--- src/rtl/multdiv_pkg.sv ---
// rtl/multdiv_pkg.sv - shared state encodings and default width for multiply/divide blocks
package multdiv_pkg;

  localparam int DEFAULT_WIDTH = 32;

  typedef enum logic [1:0] {
    IDLE = 2'd0,
    RUN  = 2'd1,
    DONE = 2'd2
  } state_t;

endpackage

--- src/rtl/adder_n.sv ---
// rtl/adder_n.sv - parameterised ripple-carry adder built from full_adder cells
module adder_n #(
  parameter int N = 33
) (
  input  logic [N-1:0] A,
  input  logic [N-1:0] B,
  input  logic         Cin,
  output logic [N-1:0] S,
  output logic         Cout
);

  logic [N:0] w_carry;

  assign w_carry[0] = Cin;
  assign Cout       = w_carry[N];

  // Carry ripples from bit 0 upward through one cell per bit
  for (genvar i = 0; i < N; i++) begin : g_bit
    full_adder u_fa (
      .a    (A[i]),
      .b    (B[i]),
      .cin  (w_carry[i]),
      .s    (S[i]),
      .cout (w_carry[i+1])
    );
  end

endmodule

--- src/rtl/full_adder.sv ---
// rtl/full_adder.sv - 1-bit full adder cell
module full_adder (
  input  logic a,
  input  logic b,
  input  logic cin,
  output logic s,
  output logic cout
);

  // Sum and carry of three input bits
  always_comb begin
    s    = a ^ b ^ cin;
    cout = (a & b) | (cin & (a ^ b));
  end

endmodule

--- src/rtl/booth_multiplier.sv ---
// rtl/booth_multiplier.sv - iterative radix-2 Booth signed multiplier, one bit per cycle
module booth_multiplier
  import multdiv_pkg::*;
#(
  parameter int WIDTH = DEFAULT_WIDTH
) (
  input  logic             clock,
  input  logic             reset_n,
  input  logic             ctrl_MULT,
  input  logic [WIDTH-1:0] data_operandA,
  input  logic [WIDTH-1:0] data_operandB,
  output logic [WIDTH-1:0] data_result,
  output logic             data_exception,
  output logic             data_resultRDY
);

  localparam int PW = 2 * WIDTH + 2;
  localparam int CW = $clog2(WIDTH) + 1;

  state_t           r_state;
  logic [CW-1:0]    r_count;
  logic [PW-1:0]    r_p;
  logic [WIDTH-1:0] r_m;
  logic [WIDTH-1:0] r_result;
  logic             r_exception;
  logic             r_rdy;

  // Upper field carries one guard bit so adding -2^(WIDTH-1) cannot wrap
  logic [WIDTH:0]     w_upper;
  logic [WIDTH:0]     w_m_ext;
  logic [WIDTH:0]     w_addend;
  logic [WIDTH:0]     w_sum;
  logic [WIDTH:0]     w_upper_next;
  logic               w_sub;
  logic               w_op;
  logic               w_cout_unused;
  logic [PW-1:0]      w_p_shift;
  logic [2*WIDTH-1:0] w_q;
  logic [WIDTH:0]     w_q_top;
  logic               w_exception;

  assign w_upper  = r_p[PW-1:WIDTH+1];
  assign w_m_ext  = {r_m[WIDTH-1], r_m};
  assign w_sub    = (r_p[1:0] == 2'b10);
  assign w_op     = r_p[1] ^ r_p[0];
  assign w_addend = w_sub ? ~w_m_ext : w_m_ext;

  adder_n #(
    .N (WIDTH + 1)
  ) u_adder (
    .A    (w_upper),
    .B    (w_addend),
    .Cin  (w_sub),
    .S    (w_sum),
    .Cout (w_cout_unused)
  );

  // Partial sum after the Booth step, then arithmetic shift right by one
  assign w_upper_next = w_op ? w_sum : w_upper;
  assign w_p_shift    = {w_upper_next[WIDTH], w_upper_next, r_p[WIDTH:1]};

  // Full product as it will stand after this step's shift
  assign w_q         = {w_upper_next, r_p[WIDTH:2]};
  assign w_q_top     = w_q[2*WIDTH-1:WIDTH-1];
  assign w_exception = ~((&w_q_top) | ~(|w_q_top));

  assign data_result    = r_result;
  assign data_exception = r_exception;
  assign data_resultRDY = r_rdy;

  // Control FSM: load on any start pulse, iterate WIDTH times, strobe one DONE cycle
  always_ff @(posedge clock or negedge reset_n) begin
    if (!reset_n) begin
      r_state     <= IDLE;
      r_count     <= '0;
      r_p         <= '0;
      r_m         <= '0;
      r_result    <= '0;
      r_exception <= 1'b0;
      r_rdy       <= 1'b0;
    end else begin
      r_rdy <= 1'b0;
      if (ctrl_MULT) begin
        r_state <= RUN;
        r_count <= '0;
        r_m     <= data_operandA;
        r_p     <= {{(WIDTH+1){1'b0}}, data_operandB, 1'b0};
      end else begin
        case (r_state)
          RUN: begin
            r_p     <= w_p_shift;
            r_count <= r_count + 1'b1;
            if (r_count == CW'(WIDTH - 1)) begin
              r_state     <= DONE;
              r_rdy       <= 1'b1;
              r_result    <= w_q[WIDTH-1:0];
              r_exception <= w_exception;
            end
          end
          DONE:    r_state <= IDLE;
          default: r_state <= IDLE;
        endcase
      end
    end
  end

endmodule
--- config.mk ---
export PLATFORM = sky130hd
export DESIGN_NAME = booth_multiplier
export DESIGN_NICKNAME = d
export VERILOG_FILES = /design/src/rtl/multdiv_pkg.sv /design/src/rtl/adder_n.sv /design/src/rtl/full_adder.sv /design/src/rtl/booth_multiplier.sv
export SDC_FILE = /design/constraint.sdc
export NUM_CORES = 1
export LEC_CHECK = 0
export ABC_AREA = 1
export CORE_ASPECT_RATIO = 0.7
export CORE_MARGIN = 1
export CORE_UTILIZATION = 50
export DETAILED_ROUTE_END_ITERATION = 10
export PLACE_DENSITY = 0.74
export SLEW_MARGIN = 15
export SYNTH_ARGS = -nofsm -noshare
export SYNTH_HDL_FRONTEND = slang
export SYNTH_SLANG_ARGS = --single-unit
--- constraint.sdc ---
create_clock -name clock -period 16.28 [get_ports clock]
set_input_delay 1.628 -clock clock [delete_from_list [all_inputs] [get_ports clock]]
set_output_delay 1.628 -clock clock [all_outputs]
set_load 0.01 [all_outputs]
* After elaboration in Yosys (flattened, before gate mapping)
Cells that the tools add are included.
** Word-level totals
- Register bits after elaboration :: 140
- Input port bits :: 67
- Output and inout port bits :: 34
- Word-level logic and storage cells :: 196
** Cells by class
- Add/subtract/negate cells :: 1
- Eq/ne operators :: 4
- Multiplexer cells :: 12
- Bitwise operators :: 168
- Reduce and logical (&&, ||, !) cells :: 4
** Operators with widths (count)
- two-way mux 66 bit :: 2
- XOR 1 bit :: 67
- two-way mux 33 bit :: 2
- AND 1 bit :: 64
- inverter 33 bit :: 1
- bitwise OR 1 bit :: 33
- AND reduction 33 bit :: 1
- OR reduction 33 bit :: 1
- two-way mux 6 bit :: 2
- adder 6 x 1 -> 6 bit (second input constant) :: 1
- == test 6 x 5 -> 1 bit (second input constant) :: 1
- two-way mux 2 bit :: 3
- two-way mux 1 bit :: 3
- inequality test 3 bit (second input constant) :: 1
- inverter 1 bit :: 3
- AND reduction 3 bit :: 1
- == test 2 x 1 -> 1 bit (second input constant) :: 1
- == test 2 bit (second input constant) :: 1
- nonzero test 2 bit :: 1

* Depth between registers and ports, before layout
- Depth in word-level cells :: 73
- Depth in mapped cells :: 46

* By module
Synthesis repeated with hierarchy kept, for this count alone.
** Unflattened totals
- Cell total of the unflattened synthesis :: 825
- Area total of the unflattened synthesis :: 7268.2 um2
** By module, submodules not included
- booth_multiplier :: instances 1, cells each 792, area each 6607.6 um2
- full_adder :: instances 33, cells each 1, area each 20.0 um2

* Least setup slack after synthesis
No wires, ideal clock.
- Path type :: register to register
- From :: reg r_p[1]
- To :: reg r_exception, in the netlist data_exception
- Arrival :: 14.389 ns
- Data required time :: 16.163 ns
- Slack :: 1.774 ns
- Cell stages (with the launch flop) :: 46
- Period minus slack after synthesis :: 14.506 ns
- Cell sequence :: dfrtp_1 > ha_1 > clkbuf_1 > buf_2 > nand2_1 > o21ai_0 > fa_1 > fa_1 > fa_1 > fa_1 > fa_1 > fa_1 > fa_1 > fa_1 > fa_1 > fa_1 > fa_1 > fa_1 > [... 10 more ...] > fa_1 > fa_1 > fa_1 > fa_1 > fa_1 > fa_1 > fa_1 > inv_1 > fa_1 > fa_1 > nand2_1 > nand2_1 > nor2_1 > nand2_1 > nor2_1 > nand3_1 > nand3_1 > nand2_1
** Between the ends
- Longest elaborated chain between the ends :: 73
- Elaborated cells on any way between the ends :: 171
- Those cells by class :: 1 x eq/ne; 2 x mux; 166 x bitwise; 2 x reduce/logical
** Ends and longest elaborated chain
- start, declared :: line booth_multiplier.sv:22 : logic [PW-1:0] r_p;
- start signal, assigned :: line booth_multiplier.sv:87 : r_p <= {{(WIDTH+1){1'b0}}, data_operandB, 1'b0};
- start signal, assigned :: line booth_multiplier.sv:91 : r_p <= w_p_shift;
- == test 2 bit :: line booth_multiplier.sv:44 : assign w_sub = (r_p[1:0] == 2'b10);
- two-way mux 33 bit :: line booth_multiplier.sv:46 : assign w_addend = w_sub ? ~w_m_ext : w_m_ext;
- XOR 1 bit :: line full_adder.sv:12, full_adder.sv:13
- AND 1 bit :: line full_adder.sv:13 : cout = (a & b) | (cin & (a ^ b));
- bitwise OR 1 bit :: line full_adder.sv:13
- AND 1 bit :: line full_adder.sv:13
- bitwise OR 1 bit :: line full_adder.sv:13
- AND 1 bit :: line full_adder.sv:13
- [... 57 more ...]
- AND 1 bit :: line full_adder.sv:13
- bitwise OR 1 bit :: line full_adder.sv:13
- XOR 1 bit :: line full_adder.sv:12 : s = a ^ b ^ cin;
- two-way mux 33 bit (*) :: line booth_multiplier.sv:59 : assign w_upper_next = w_op ? w_sum : w_upper;
- OR reduction 33 bit :: line booth_multiplier.sv:65 : assign w_exception = ~((&w_q_top) | ~(|w_q_top));
- inverter 1 bit :: line booth_multiplier.sv:65
- bitwise OR 1 bit (*) :: line booth_multiplier.sv:65
- inverter 1 bit (*) :: line booth_multiplier.sv:65
- end signal, assigned :: line booth_multiplier.sv:97 : r_exception <= w_exception;
- end, declared :: line booth_multiplier.sv:25 : logic r_exception;
Mark *: on every way between the ends. The rest lies on a longest branch, timed or not.
A chain may end at the register's enable or synchronous reset.

* Worst setup path in the final report
Ends and elaborated chain as after synthesis.

==> results.md <==
- The number of global-route vias before repair is 5301.
- The count of endpoints failing hold in the final timing report was 0.
- The total length of routed wires is approximately 16000 um.
- The simple-gate share of the synthesized area is 0.195.
- The endpoint type of the worst setup path is a flip-flop.
- The part of the total power dissipated in combinational logic is 0.263.
- The slack of the critical path is approximately 1.3 ns.
- From synthesis to final layout, the design area changed by 23.3%.
- The cell at the slowest stage of the critical path is fa_1.
- The pre-antenna-repair detailed-routing pass consisted of 7 iterations.
- After synthesis, the share of cell area in mux cells is 0.
- The post-CTS setup repair buffer count is 0.
- Across the routed clock network, the largest skew measured is 0.0104 ns.
- Once layout is complete, the utilization of the core stands at 0.633.
- The maximum clock frequency is roughly 67 MHz.
- In this run the power density over the cells is between 100 and 150 mW/mm^2.
- At the worst endpoint, the required time is ~17 ns.
- The mean post-synth cell area is roughly 8.7 sq um.
- The most numerous cell type found on the critical path is fa_1.
- The post-cts repair resize count is 0.
- The shortest clock period the worst path allows after layout is around 15 ns.
- Of all flip-flops after synthesis, the portion carrying an async set or reset was 1.00.
- Of the total synthesized cell area, the portion taken by full adders, half adders and majority gates is 0.0904.
- Of the total power, the share spent switching nets is 0.333.
- In this run the tightest slew margin relative to its limit is 0.294.
- The sink count of the clock tree is 139.
- The design draws ~1.1 mW.
- The clock network power share is 0.364.
- For this run the aggregate overflow at the end of global routing stands at 0.
- Data on the critical path arrives at its endpoint at ~15 ns.
- Of the synthesized area, sequential elements account for 0.487.
- Sorting the synthesized cells by area gives the leading types as dfrtp_1 49%, nand2_1 17%, fa_1 8.7%, inv_1 4.8%, o221ai_1 3.9%.
- Of the post-synthesis cell area, the dominant cell type holds 0.487.
- At the later pin of the worst-skew pair, clock insertion delay measures 0.41 ns.
- For this run, the number of Yosys warnings is 0.
- Setup repair after global routing left no endpoint under its margin.
- The number of vias per cell is about 5.
- In this run, synthesis inferred 0 flip-flops with an integrated enable.
- The register clock-pin slew on the reported worst setup and hold paths is around 0.07 ns.
- Clock tree synthesis inserted a total of 17 buffers.
- Entering global routing, the biggest net connects 72 pins.
- The most used flip-flop cell after synthesis is dfrtp_1.
- Ranked by instance count, the synthesized netlist is headed by 317 x nand2_1, 139 x dfrtp_1, 91 x inv_1, 33 x o22ai_1, 32 x o221ai_1.
- The maximum VDD drop is between 0.00008 and 0.00009 V.
- The final weighted congestion in routability-driven placement is 0.832.
- The H-tree was split into 4 levels.
- The critical-path maximum fanout is 31.
- Synthesis produced a netlist whose cell count is slightly above 800.
- The actual slew at the worst max-slew pin is 1.06 ns.
- The wire length per cell is ~14 um.
- The CTS tree is built.
- The fraction of layout cells with a size suffix above 1 is 0.0621.
- The initial antenna violation count is 0.
- For this block, the initial DRC count from the detailed router was roughly 330.
- In the post-synthesis netlist, the cell with the most instances is nand2_1.
- The max-slew violation count is 0.
- The type of the setup path with the least slack is reg -> reg.
- The final clock period utilization by the worst path is 0.920.
- Setup violations remaining at the end of the flow were counted as 0.
- The synthesized-area fraction occupied by ao, oa, aoi and oai cells is 0.103.
- The combinational family with the most area after synthesis is simple AND/OR/NAND/NOR gates.
- The root buffer cell chosen for the clock tree is clkbuf_16.
- The largest total area in the synthesized netlist belongs to dfrtp_1.
- The number of library cell types mapped by synthesis is 28.
- The mapped cell area is between 0.007 and 0.008 sq mm.
- The remaining antenna violation count after routing is 0.
- Buffers inserted to repair hold after CTS numbered 0.
- In this run the worst hold path is classified as reg -> reg.
- The total nets after synthesis is 924.
- For this configuration, the core starts out at a cell density of 0.513.
- The number of nets at the end of the flow is ~1000.
- The full die area is 0.0148 sq mm.
- Of the total power, registers draw 0.374.
- The DRC violations left is 0.
- The antenna diode count is 0.
- The half-perimeter wire length after detailed placement is around 10000 um.
- The largest single stage delay on the critical path is about 0.45 ns.
- Input and output buffers added on the ports amount to 100.
- Across the run, the number of max-cap violations was 0.
- In this run the vertical extent of the chip is 102 um.
- Pin placement for this block handled between 100 and 150 I/O pins.
- Across every metal layer, demand over resource in global routing totals 0.233.
- The first global-routing pass estimated 26300 um of wire.
- The die outline width is between 100 and 150 um.
- The critical path launch point type is a flip-flop.
- Synthesis inferred 139 register bits.
- The core region is ~0.014 sq mm.
- The worst-case clock buffer depth is 2.
- The internal power of the cells is 0.730 mW.
- The flow ran to the end, and the final reports show no timing, DRC or antenna violations.
- The synthesized-area fraction occupied by xor and xnor cells is 0.0393.
- The final sum of negative setup slack is 0 ns.
- The total net switching power is roughly 0.36 mW.
- The site row count is 36.
- The setup slack after placement is between 1 and 1.5 ns.
- The analysis attributes to cell leakage a power of ~4.3 nW.
- The via count is 5546.
sequential cells by signal, summed over array words and instances, names as in the netlist:
signal	cells
data_resultRDY	1
data_result	32
r_p	65
r_m	32
r_state	2
data_exception	1
r_count	6
per-stage QoR:
step | cell area (sq um) | cells | hold slack (ns)
after detailed placement | 8200 | 1076 | 0.473
after global placement | 8200 | 1076 | 0.464
after floorplan | 7140 | 824 | 0.461
after global routing | 8800 | 1108 | 0.502
after CTS | 8800 | 1108 | 0.489
final | 8800 | 1108 | 0.485
cells by family (layout without fill, tap and decap cells):
| family | Yosys count | in the layout |
|---|---|---|
| AO/OA/AOI/OAI | 114 | 114 |
| XOR/XNOR | 32 | 32 |
| adder cells (fa/ha/maj) | 33 | 33 |
| buffers and inverters | 145 | 239 |
| flip-flops | 139 | 139 |
| AND/OR/NAND/NOR | 361 | 361 |
layout by cell type, fill, tap and decap left out, types with 2 or more instances in the layout:
master,count
o221ai_1,32
nor2_1,27
bufinv_16,2
xor2_1,30
clkdlybuf4s50_1,98
inv_2,10
xnor2_1,2
clkbuf_16,17
clkinv_4,2
o22ai_1,33
nand4_1,2
inv_8,5
inv_6,4
nor3_1,3
dfrtp_1,139
o21ai_0,22
buf_4,6
nand3_1,7
nand2_1,316
o21ai_1,25
nand2_2,2
fa_1,31
inv_1,90
power groups by stage:
stage | combinational [mW] | sequential (mW) | clock (mW)
after floorplan | 0.220 | 0.405 | 0
after global placement | 0.278 | 0.413 | 0
after detailed placement | 0.285 | 0.413 | 0
after CTS | 0.288 | 0.408 | 0.404
after global routing | 0.334 | 0.412 | 0.419
final | 0.287 | 0.409 | 0.398
cell type report:
cell class                      count  area, sq um
Fill cell                        1140         5110
Multi-Input combinational cell    540         3060
Clock inverter                     14          176
Tap cell                          190          238
Sequential cell                   139         3480
Timing Repair Buffer              106         1040
Clock buffer                       18          429
Inverter                          101          382
final timing paths:
path | from | end | slack (ns) | depth (start not counted)
worst max-delay path | r_p[1] | data_exception | 1.31 | 44
worst min-delay path | data_result[19] | data_result[19] | 0.48 | 2
worst max register to register | r_p[1] | data_exception | 1.31 | 44
worst min register to register | data_result[19] | data_result[19] | 0.48 | 2
max in group asynchronous | reset_n | r_m[20] | 13.69 | 2
min in group asynchronous | reset_n | r_p[54] | 1.21 | 1
worst max-delay path, delay by kind of cell, from the launching register on:
| family | cells | cell delay, ns |
|---|---|---|
| and+or+nand+nor | 9 | 0.74 |
| AOI/OAI and AO/OA | 1 | 0.13 |
| DFF | 1 | 0.38 |
| adders and majority gates | 32 | 13.22 |
| buffers and inverters | 2 | 0.36 |
layer usage:
metal / track usage / wire [um]
met1: 0.357 / 8080
met2: 0.341 / 6780
met3: 0.0483 / 687
met4: 0.0486 / 102
met5: 0 / 0
(Power assumes the default switching activity.)
